**config.mk**
```make
export PLATFORM = sky130hd
export DESIGN_NAME = ibex_irq_ctrl
export DESIGN_NICKNAME = d
export VERILOG_FILES = /design/src/rtl/ibex_irq_ctrl_pkg.sv /design/src/rtl/ibex_irq_ctrl_sync.sv /design/src/rtl/ibex_irq_ctrl.sv
export SDC_FILE = /design/constraint.sdc
export NUM_CORES = 1
export LEC_CHECK = 0
export CORE_ASPECT_RATIO = 1.25
export CORE_MARGIN = 4
export CORE_UTILIZATION = 37
export DETAILED_ROUTE_END_ITERATION = 12
export PLACE_DENSITY = 0.74
export SLEW_MARGIN = 20
export SYNTH_ARGS = -nofsm -noshare
export SYNTH_HDL_FRONTEND = slang
export SYNTH_SLANG_ARGS = --single-unit
```
**constraint.sdc**
```tcl
create_clock -name clk_i -period 1.2 [get_ports clk_i]
set_clock_uncertainty 0.1 [all_clocks]
set_input_delay 0.36 -clock clk_i [delete_from_list [all_inputs] [get_ports clk_i]]
set_output_delay 0.36 -clock clk_i [all_outputs]
set_load 0.02 [all_outputs]
```
**src/rtl/ibex_irq_ctrl_pkg.sv**
```systemverilog
// Shared types and constants for the interrupt-source controller: source indices,
// the core-facing irqs_t bundle, trap cause encodings and the cause-to-source map.
package ibex_irq_ctrl_pkg;

    localparam int unsigned IRQ_NUM_SRC  = 19;
    localparam int unsigned IRQ_NUM_FAST = 15;

    localparam logic [4:0] IRQ_IDX_SW    = 5'd0;
    localparam logic [4:0] IRQ_IDX_TIMER = 5'd1;
    localparam logic [4:0] IRQ_IDX_EXT   = 5'd2;
    localparam logic [4:0] IRQ_IDX_FAST0 = 5'd3;
    localparam logic [4:0] IRQ_IDX_NMI   = 5'd18;

    typedef struct packed {
        logic        irq_software;
        logic        irq_timer;
        logic        irq_external;
        logic [14:0] irq_fast;
    } irqs_t;

    typedef enum logic [5:0] {
        EXC_CAUSE_INSN_ADDR_MISA     = 6'h00,
        EXC_CAUSE_INSTR_ACCESS_FAULT = 6'h01,
        EXC_CAUSE_ILLEGAL_INSN       = 6'h02,
        EXC_CAUSE_BREAKPOINT         = 6'h03,
        EXC_CAUSE_LOAD_ACCESS_FAULT  = 6'h05,
        EXC_CAUSE_STORE_ACCESS_FAULT = 6'h07,
        EXC_CAUSE_ECALL_UMODE        = 6'h08,
        EXC_CAUSE_ECALL_MMODE        = 6'h0B,
        EXC_CAUSE_IRQ_SOFTWARE_M     = 6'h23,
        EXC_CAUSE_IRQ_TIMER_M        = 6'h27,
        EXC_CAUSE_IRQ_EXTERNAL_M     = 6'h2B,
        EXC_CAUSE_IRQ_FAST_0         = 6'h30,
        EXC_CAUSE_IRQ_FAST_14        = 6'h3E,
        EXC_CAUSE_IRQ_NM             = 6'h3F
    } exc_cause_e;

    typedef struct packed {
        logic       valid;
        logic [4:0] idx;
    } irq_idx_t;

    // Only interrupt causes (bit 5 set) map to a source; cause 31 is the NMI.
    function automatic irq_idx_t irq_cause_to_idx(exc_cause_e cause);
        irq_idx_t   res;
        logic [5:0] id;
        id        = cause;
        res.valid = 1'b0;
        res.idx   = 5'd0;
        if (id[5]) begin
            if (id[4]) begin
                res.valid = 1'b1;
                res.idx   = (id[3:0] == 4'hF) ? IRQ_IDX_NMI : (IRQ_IDX_FAST0 + {1'b0, id[3:0]});
            end else if (id[4:0] == 5'd3) begin
                res.valid = 1'b1;
                res.idx   = IRQ_IDX_SW;
            end else if (id[4:0] == 5'd7) begin
                res.valid = 1'b1;
                res.idx   = IRQ_IDX_TIMER;
            end else if (id[4:0] == 5'd11) begin
                res.valid = 1'b1;
                res.idx   = IRQ_IDX_EXT;
            end
        end
        return res;
    endfunction

endpackage

```
**src/rtl/ibex_irq_ctrl_sync.sv**
```systemverilog
// Multi-stage flip-flop synchroniser for a bus of independent single-bit lines,
// cleared asynchronously by an active-low reset.
module ibex_irq_sync #(
    parameter int unsigned Width  = 19,
    parameter int unsigned Stages = 2
) (
    input  logic             clk_i,
    input  logic             rst_ni,
    input  logic [Width-1:0] d_i,
    output logic [Width-1:0] q_o
);

    logic [Width-1:0] stages_q [Stages];

    always_ff @(posedge clk_i or negedge rst_ni) begin
        if (!rst_ni) begin
            for (int s = 0; s < Stages; s++) begin
                stages_q[s] <= '0;
            end
        end else begin
            stages_q[0] <= d_i;
            for (int s = 1; s < Stages; s++) begin
                stages_q[s] <= stages_q[s-1];
            end
        end
    end

    assign q_o = stages_q[Stages-1];

endmodule

```
**src/rtl/ibex_irq_ctrl.sv**
```systemverilog
// Interrupt-source controller: synchronises raw lines, keeps per-source pending state
// and retires edge requests on trap acknowledge. Synchronisers exist only with IBEX_IRQ_CTRL_SYNC_EN.
module ibex_irq_ctrl
    import ibex_irq_ctrl_pkg::*;
#(
    parameter int unsigned           NumFast    = 15,
    parameter int unsigned           SyncStages = 2,
    parameter logic [IRQ_NUM_SRC-1:0] EdgeMask  = 19'h40000
) (
    input  logic                   clk_i,
    input  logic                   rst_ni,
    input  logic [IRQ_NUM_SRC-1:0] irq_src_i,
    input  logic                   sw_irq_set_i,
    input  logic                   sw_irq_clr_i,
    output irqs_t                  irqs_o,
    output logic                   irq_nm_o,
    input  logic                   irq_ack_i,
    input  logic [5:0]             irq_ack_id_i,
    output logic                   ack_err_o
);

    // The NMI is forced edge-triggered whatever the mask says.
    localparam logic [IRQ_NUM_SRC-1:0] EdgeSel = EdgeMask | (19'b1 << IRQ_IDX_NMI);

    if (NumFast != IRQ_NUM_FAST) begin : g_bad_num_fast
        $error("NumFast must equal the irq_fast width of 15");
    end
    if (SyncStages < 2 || SyncStages > 3) begin : g_bad_sync_stages
        $error("SyncStages must be 2 or 3");
    end

    logic [IRQ_NUM_SRC-1:0] sync;
    logic [IRQ_NUM_SRC-1:0] sync_q;
    logic [IRQ_NUM_SRC-1:0] rise;
    logic [IRQ_NUM_SRC-1:0] ack_hit;
    logic [IRQ_NUM_SRC-1:0] pending_q;
    logic [IRQ_NUM_SRC-1:0] pending_d;
    logic                   ack_err_q;
    logic                   ack_err_d;
    irq_idx_t               ack_map;

`ifdef IBEX_IRQ_CTRL_SYNC_EN
    ibex_irq_sync #(
        .Width  (IRQ_NUM_SRC),
        .Stages (SyncStages)
    ) u_sync (
        .clk_i  (clk_i),
        .rst_ni (rst_ni),
        .d_i    (irq_src_i),
        .q_o    (sync)
    );
`else
    assign sync = irq_src_i;
`endif

    assign rise    = sync & ~sync_q;
    assign ack_map = irq_cause_to_idx(exc_cause_e'(irq_ack_id_i));

    always_comb begin
        ack_hit = '0;
        if (irq_ack_i && ack_map.valid) begin
            ack_hit[ack_map.idx] = 1'b1;
        end
    end

    // A new rising edge outranks an ack in the same cycle, so the request is never lost.
    always_comb begin
        pending_d = '0;
        for (int i = 0; i < int'(IRQ_NUM_SRC); i++) begin
            if (EdgeSel[i]) begin
                pending_d[i] = rise[i] | (pending_q[i] & ~ack_hit[i]);
            end else begin
                pending_d[i] = sync[i];
            end
        end
        pending_d[IRQ_IDX_SW] = ((EdgeSel[IRQ_IDX_SW] ? (pending_q[IRQ_IDX_SW] & ~ack_hit[IRQ_IDX_SW])
                                                      : pending_q[IRQ_IDX_SW])
                                 | sw_irq_set_i
                                 | (EdgeSel[IRQ_IDX_SW] ? rise[IRQ_IDX_SW] : sync[IRQ_IDX_SW]))
                                & ~sw_irq_clr_i;
    end

    assign ack_err_d = ack_err_q | (|(ack_hit & ~pending_q & ~(rise & EdgeSel)));

    always_ff @(posedge clk_i or negedge rst_ni) begin
        if (!rst_ni) begin
            sync_q    <= '0;
            pending_q <= '0;
            ack_err_q <= 1'b0;
        end else begin
            sync_q    <= sync;
            pending_q <= pending_d;
            ack_err_q <= ack_err_d;
        end
    end

    assign irqs_o.irq_software = pending_q[IRQ_IDX_SW];
    assign irqs_o.irq_timer    = pending_q[IRQ_IDX_TIMER];
    assign irqs_o.irq_external = pending_q[IRQ_IDX_EXT];
    assign irqs_o.irq_fast     = pending_q[IRQ_IDX_FAST0 +: IRQ_NUM_FAST];
    assign irq_nm_o            = pending_q[IRQ_IDX_NMI];
    assign ack_err_o           = ack_err_q;

endmodule

```
==> results.py, run 1 <==
metrics = {
    "die": {
        "dieArea_um2": 4081,
        "row_count": 22,
        "die_w_um": 57.94,
        "core_area_um2": 2973,
        "die_h_um": 70.43,
        "initial_utilization_pct": 38.80,
        "ios": 50,
    },
    "critical_path": {
        "endpoint": "ack_err_o",
        "cp_max_fo": 5,
        "cp-startpoint": "irq_ack_id_i[1]",
        "worstReg2RegEnd": "ack_err_o",
        "worst_setup_path_end_kind": "flip-flop",
        "crit_path_start_kind": "input pin",
        "rrSetupSlack_ns": -0.24,
        "r2r-start": "pending_q[18]",
        "path_class": "input pin to flip-flop",
        "r2r.worst_path.cells": 6,
        "cp.required_ns": 1.34,
        "arrival_ns": 1.74,
    },
    "min_path": {
        "min_path_type": "input pin to asynchronous set/reset pin",
    },
    "power": {
        "leakage_nw": 0.9167,
        "finalPower_mw": 1.622,
        "ir_worst_vdd_v": 0.0007878,
        "power-per-cell-area_nw_per_um2": 810.3,
    },
    "cts": {
        "clock_latency_ns": 0.29,
        "htreeDepth": 1,
        "clk_path_buf_depth": 2,
        "cts_buffers": 3,
        "tritoncts": "done",
        "clk_pin_slew_ns": 0.12,
        "cts_hold_buf": 0,
        "numClockSinks": 21,
        "root_buffer": "clkbuf_4",
    },
    "sta": {
        "holdWs_ns": 0.2879,
        "fin_tns_setup_ns": -2.742,
        "period_share_pct": 133.8,
        "setup_ws_ns": -0.4058,
        "tightestPinTransition_ns": 0.2683,
        "fin_crit_ns": 1.606,
        "hold_viol_final": 0,
        "rsz0062_at_grt": "yes",
        "slew_headroom_pct": 82.09,
        "final-setup-viol-count": 22,
        "fmax_mhz": 622.8,
        "maxSlewViolCount": 0,
    },
    "layout": {
        "area_growth_pct": 73.54,
        "antenna_cells": 0,
        "fin_util_pct": 67.34,
        "nNetsFinal": 214,
        "layout_common_cells": "38 x buf_4, 23 x clkdlybuf4s50_1, 23 x buf_6",
        "layout_commonest_cell": "buf_4",
        "drive_gt1_share_pct": 49.17,
    },
    "synthesis": {
        "yosysWarnings": 0,
        "synth_top_area_cell": "dfrtp_1",
        "synthDominantCellAreaShare_pct": 45.55,
        "synth-seq-cells": 21,
        "synth-edff-count": 0,
        "synthDistinctLibCells": 35,
        "synth.area.top_cells": "dfrtp_1 46%, buf_4 12%, mux2i_1 6.1%",
        "ys_seq_area_share_pct": 45.55,
        "synth_ff_type": "dfrtp_1",
        "syn_avg_cell_area_um2": 10.88,
        "syn_area_um2": 1154,
        "netlist_instances": 106,
        "synth_fp_nets": 138,
        "async_reset_ff_share_pct": 100.0,
    },
    "global_routing": {
        "grt_start_max_net_pins": 22,
        "grt_pass1_vias": 1137,
        "grt_pass1_wl_um": 4940,
        "gr-usage-all-layers_pct": 15.56,
        "grt-ovfl-total": 0,
        "antenna_found_initial": 0,
    },
    "drt": {
        "wire_per_inst_um": 13.98,
        "drc": 0,
        "drtIter0Drc": 30,
        "vias": 1034,
        "wl_um": 3033,
        "avgViaCountPerCell": 4.765,
        "dr.pass1.iters": 4,
        "antenna_left": 0,
    },
    "place": {
        "place_congestion": 0.8504,
        "dp_hpwl_um": 2370,
        "portBuffers": 49,
        "dp_slack_ns": -1.254,
    },
    "flow_run": {
        "maxCapViolations": 0,
    },
    "outcome": {
        "status": "finished, violations left",
        "violations": "negative setup slack",
    },
}
## cells by family after synthesis
logic type               count (synthesis)  synth area share, %
AND/OR/NAND/NOR                         31                17.14
buffers and inverters                   23                14.32
AO/OA/AOI/OAI                           21                13.78
flip-flops                              21                45.55
multiplexers                             8                7.050
adder cells (fa/ha/maj)                  2                2.169
## worst min-delay path by stage
stage / end / start / slack (ns) / cells past startpoint
floorplan: ack_err_o / rst_ni / -0.04 / 0
global placement: pending_q[18] / sync_q[18] / 0.33 / 1
detailed placement: pending_q[18] / sync_q[18] / 0.34 / 1
CTS: sync_q[17] / rst_ni / 0.29 / 2
global route: sync_q[17] / rst_ni / 0.29 / 2
finish: sync_q[17] / rst_ni / 0.29 / 2
## sequential cells by signal (all words and copies together), names as in the netlist
register	cells
ack_err_o	1
pending_q	8
sync_q	12
## layer usage
layer  up-vias  track usage (%)  part of all wire [%]
met1       497            14.43                    33
met5         -                0                     0
met2        25            31.91                    63
met4         0            6.186                   1.1
met3         2            2.033                   3.4
li1        510                -                     -
## what timing repair did
item / CTS / global route
gates resized for setup: 150 / 8
cloned: 0 / 0
pin swaps: 9 / 10
setup buffers: 9 / 1
endpoints found under the setup margin: 22 / 22
## metrics by stage
step | cell area, um^2 | cells
final | 2002 | 217
after global routing | 2002 | 217
after detailed placement | 1832 | 203
after floorplan | 1205 | 106
after global placement | 1832 | 203
after CTS | 1968 | 216
## power by group
part	internal [mW]	switching [mW]	total (mW)
Combinational	0.311	0.211	0.522
Sequential	0.742	0.0255	0.768
Clock	0.124	0.208	0.332
Total	1.18	0.445	1.62
## synth_stat cells (2+ instances only)
library cell  instances
buf_4                19
ha_1                  2
dfrtp_1              21
nor2_1                5
nand2_1               7
nand3_1               4
o21bai_1              2
nor3_1                3
a21oi_2               2
o21ai_0               4
mux2i_1               7
o21a_1                5
inv_1                 3
## worst max-delay path, cell delays in order
cell	delay [ns]
buf_8	0.08
ha_4	0.17
a21oi_2	0.06
nand4b_4	0.22
buf_4	0.17
buf_4	0.13
nor2_1	0.08
a22oi_1	0.08
or3_1	0.31
nand4_1	0.08
## layout make-up
class / instances / area, um^2
clock inverters: 1 / 5.005
clock buffers: 3 / 22.52
multi-input cells: 62 / 544.3
fillers: 244 / 970.9
flip-flops and latches: 21 / 525.5
repair buffers: 91 / 848.3
inverters: 3 / 11.26
well taps: 36 / 45.04
(Power assumes the default switching activity.)
==> run 2, diff against run 1 <==
--- a/config.mk
+++ b/config.mk
@@ -13,4 +13,5 @@
 export SLEW_MARGIN = 20
 export SYNTH_ARGS = -nofsm -noshare
 export SYNTH_HDL_FRONTEND = slang
+export SYNTH_HIERARCHICAL = 1
 export SYNTH_SLANG_ARGS = --single-unit
==> results of run 2 <==
Same layout as run 1: the final DEF is identical, and so are final timing and power.
Among the figures that moved: Yosys warning count 0 -> 6
==> run 3, diff against run 2 <==
--- a/config.mk
+++ b/config.mk
@@ -8,6 +8,8 @@
 export CORE_ASPECT_RATIO = 1.25
 export CORE_MARGIN = 4
 export CORE_UTILIZATION = 37
+export CTS_BUF_LIST = sky130_fd_sc_hd__clkbuf_16
+export CTS_CLUSTER_SIZE = 10
 export DETAILED_ROUTE_END_ITERATION = 12
 export PLACE_DENSITY = 0.74
 export SLEW_MARGIN = 20
==> run 3 against run 2 <==
  * The run still ends with negative setup slack left
  * Area after synthesis stayed put
  * Sequential cell count stayed put
  * Count of clock-buffer cells in the layout stayed put
  * Global-route usage is 0.75 points higher
  * Synthesized cell count stayed put
  * Fmax is 3.7% lower
  * Sequential power hardly changed
  * Critical endpoint unchanged
  * Highest routed layer unchanged
==> results.py, run 3 <==
metrics = {
    "synthesis": {
        "netlist_instances": 106,
        "syn_area_um2": 1154,
        "syn_avg_cell_area_um2": 10.88,
        "synth_top_family_by_area": "simple AND/OR/NAND/NOR gates",
        "ys_top_cells_by_count": "21 x dfrtp_1, 19 x buf_4, 7 x mux2i_1, 7 x nand2_1",
        "synthMuxAreaShare_pct": 7.050,
        "synth-seq-cells": 21,
        "synth_top_area_cell": "dfrtp_1",
        "synth_xor_area_share_pct": 0,
        "ys_seq_area_share_pct": 45.55,
        "synthDistinctLibCells": 35,
        "synth_fa_ha_area_share_pct": 2.169,
        "synth.area.top_cells": "dfrtp_1 46%, buf_4 12%, mux2i_1 6.1%",
        "synth-edff-count": 0,
        "synth_fp_nets": 138,
        "yosys.area_share.simple_pct": 17.14,
        "yosysMostFrequentCell": "dfrtp_1",
        "synthDominantCellAreaShare_pct": 45.55,
        "synth_compound_area_share_pct": 13.77,
        "async_reset_ff_share_pct": 100.0,
        "yosysWarnings": 6,
        "synth_ff_type": "dfrtp_1",
    },
    "critical_path": {
        "r2r-start": "pending_q[18]",
        "crit_top_cell": "mux2i_1",
        "cpPeakStageDelay_ns": 0.42,
        "cp_top_family": "simple AND/OR/NAND/NOR gates",
        "worst_path_max_delay_cell": "or4_4",
        "r2r.worst_path.cells": 6,
        "rrSetupSlack_ns": -0.22,
        "worstPathCellList": "buf_8 > ha_4 > a21oi_2 > nand4b_4 > mux2i_1 > mux2i_1 > or4_4 > nand4_1",
        "arrival_ns": 1.75,
        "cp-startpoint": "irq_ack_id_i[1]",
        "worstReg2RegEnd": "ack_err_o",
        "cp.required_ns": 1.28,
        "worst_setup_path_end_kind": "flip-flop",
        "path_class": "input pin to flip-flop",
        "cp_max_fo": 5,
        "crit_buf_inv": 1,
        "crit_path_start_kind": "input pin",
    },
    "place": {
        "place_congestion": 0.8504,
        "portBuffers": 49,
        "placed_cell_area_um2": 1832,
        "dp_hpwl_um": 2370,
        "dp_cells": 203,
    },
    "sta": {
        "maxSlewViolCount": 0,
        "fin_crit_ns": 1.667,
        "slew_headroom_pct": 76.44,
        "final-setup-viol-count": 22,
        "fmax_mhz": 599.9,
        "setup_ws_ns": -0.4669,
        "hold_viol_final": 0,
        "tightestPinTransition_ns": 0.3502,
        "period_share_pct": 138.9,
        "rsz0062_at_grt": "yes",
    },
    "layout": {
        "drive_gt1_share_pct": 49.72,
        "largest_register_ff_count": 12,
        "layout_common_cells": "33 x buf_4, 24 x buf_6, 23 x clkdlybuf4s50_1",
        "finalNonFillerCells": 215,
        "nFillCells": 229,
        "fin_util_pct": 68.98,
        "layout_commonest_cell": "buf_4",
        "nNetsFinal": 212,
        "multiInputGateArea_um2": 561.8,
        "regMostFlops": "sync_q",
        "regArea_um2": 525.5,
        "antenna_cells": 0,
        "area_growth_pct": 77.77,
        "fin_area_um2": 2051,
    },
    "die": {
        "core_area_um2": 2973,
        "ios": 50,
        "die_h_um": 70.43,
        "dieArea_um2": 4081,
        "row_count": 22,
        "initial_utilization_pct": 38.80,
        "die_w_um": 57.94,
    },
    "global_routing": {
        "grt_start_max_net_pins": 22,
        "grt-ovfl-total": 0,
        "antenna_found_initial": 0,
        "gr-usage-all-layers_pct": 16.30,
        "grt_pass1_vias": 1167,
        "grt_pass1_wl_um": 5106,
    },
    "cts": {
        "clk_pin_slew_ns": 0.05,
        "tritoncts": "done",
        "root_buffer": "clkbuf_16",
        "cts_buffers": 3,
        "cts_hold_buf": 0,
        "htreeDepth": 1,
        "clk_path_buf_depth": 2,
        "numClockSinks": 21,
        "clock_latency_ns": 0.25,
    },
    "min_path": {
        "min_path_type": "input pin to asynchronous set/reset pin",
    },
    "drt": {
        "drtIter0Drc": 55,
        "dr.pass1.iters": 4,
        "drc": 0,
        "wl_um": 3219,
        "vias": 1074,
        "avgViaCountPerCell": 4.995,
        "wire_per_inst_um": 14.97,
        "antenna_left": 0,
    },
    "power": {
        "finalPower_mw": 1.989,
        "leakage_nw": 0.9355,
        "power-per-cell-area_nw_per_um2": 970.1,
        "ir_worst_vdd_v": 0.0008412,
    },
    "flow_run": {
        "maxCapViolations": 0,
    },
    "outcome": {
        "status": "finished, violations left",
        "violations": "negative setup slack",
    },
}
-- run 3: changes by cell type in the layout (fill, tap and decap cells not counted), sizes merged --
cell	before	now
a21oi	3	4
buf	66	63
-- run 3: report_power, final --
part	switching [mW]	internal, mW	leakage (nW)
logic	0.219	0.311	0.655
clock network	0.242	0.447	0.0409
registers	0.0265	0.744	0.239
total	0.488	1.50	0.935
-- run 3: final cells by class --
class                   count  area share [%]
repair buffers             88           40.33
multi-input cells          63           27.39
flip-flops and latches     21           25.63
clock buffers               3           3.661
well taps                  36           2.196
inverters                   3          0.5491
clock inverters             1          0.2441
-- run 3: how the worst max path moves through the flow --
stage / to / slack (ns) / cells past startpoint
global route: ack_err_o / -0.53 / 9
global placement: ack_err_o / -1.22 / 9
floorplan: ack_err_o / -0.55 / 8
CTS: ack_err_o / -0.57 / 7
detailed placement: ack_err_o / -1.25 / 9
finish: ack_err_o / -0.47 / 8
-- run 3: kinds of logic (layout without fill, tap and decap cells) --
logic type / Yosys count / count (layout)
compound gates: 21 / 22
fa+ha+maj: 2 / 2
simple gates: 31 / 31
mux: 8 / 8
flops: 21 / 21
buf+inv: 23 / 95
-- run 3: repair_timing --
action | 4_1_cts | 5_1_grt
gates resized for setup | 151 | 9
setup buffers | 7 | 0
endpoints found under the setup margin | 22 | 22
gates cloned | 0 | 1
pin swaps | 9 | 8
-- run 3: worst register-to-register path, cell delays in order (launching register included) --
cell,delay (ns)
dfrtp_1,0.38
buf_4,0.13
o21bai_1,0.14
mux2i_1,0.13
a22oi_1,0.08
or3_1,0.32
nand4_1,0.08
-- run 3: routing by layer --
layer | up-vias | wire [um] | part of all wire [%] | track usage [%]
li1 | 511 | - | - | -
met2 | 36 | 1920 | 60 | 32.04
met1 | 519 | 1087 | 34 | 14.88
met5 | - | 0 | 0 | 0
met4 | 0 | 74 | 2.3 | 9.536
met3 | 8 | 137 | 4.3 | 2.403
-- run 3: through the flow --
stage | setup WS [ns] | setup TNS, ns | hold WS, ns
6_report | -0.4669 | -1.619 | 0.3515
2_1_floorplan | -0.5529 | -0.8813 | -0.03559
5_1_grt | -0.5343 | -2.197 | 0.3712
3_3_place_gp | -1.224 | -6.232 | 0.3273
3_5_place_dp | -1.254 | -6.455 | 0.3443
4_1_cts | -0.5669 | -1.940 | 0.3508
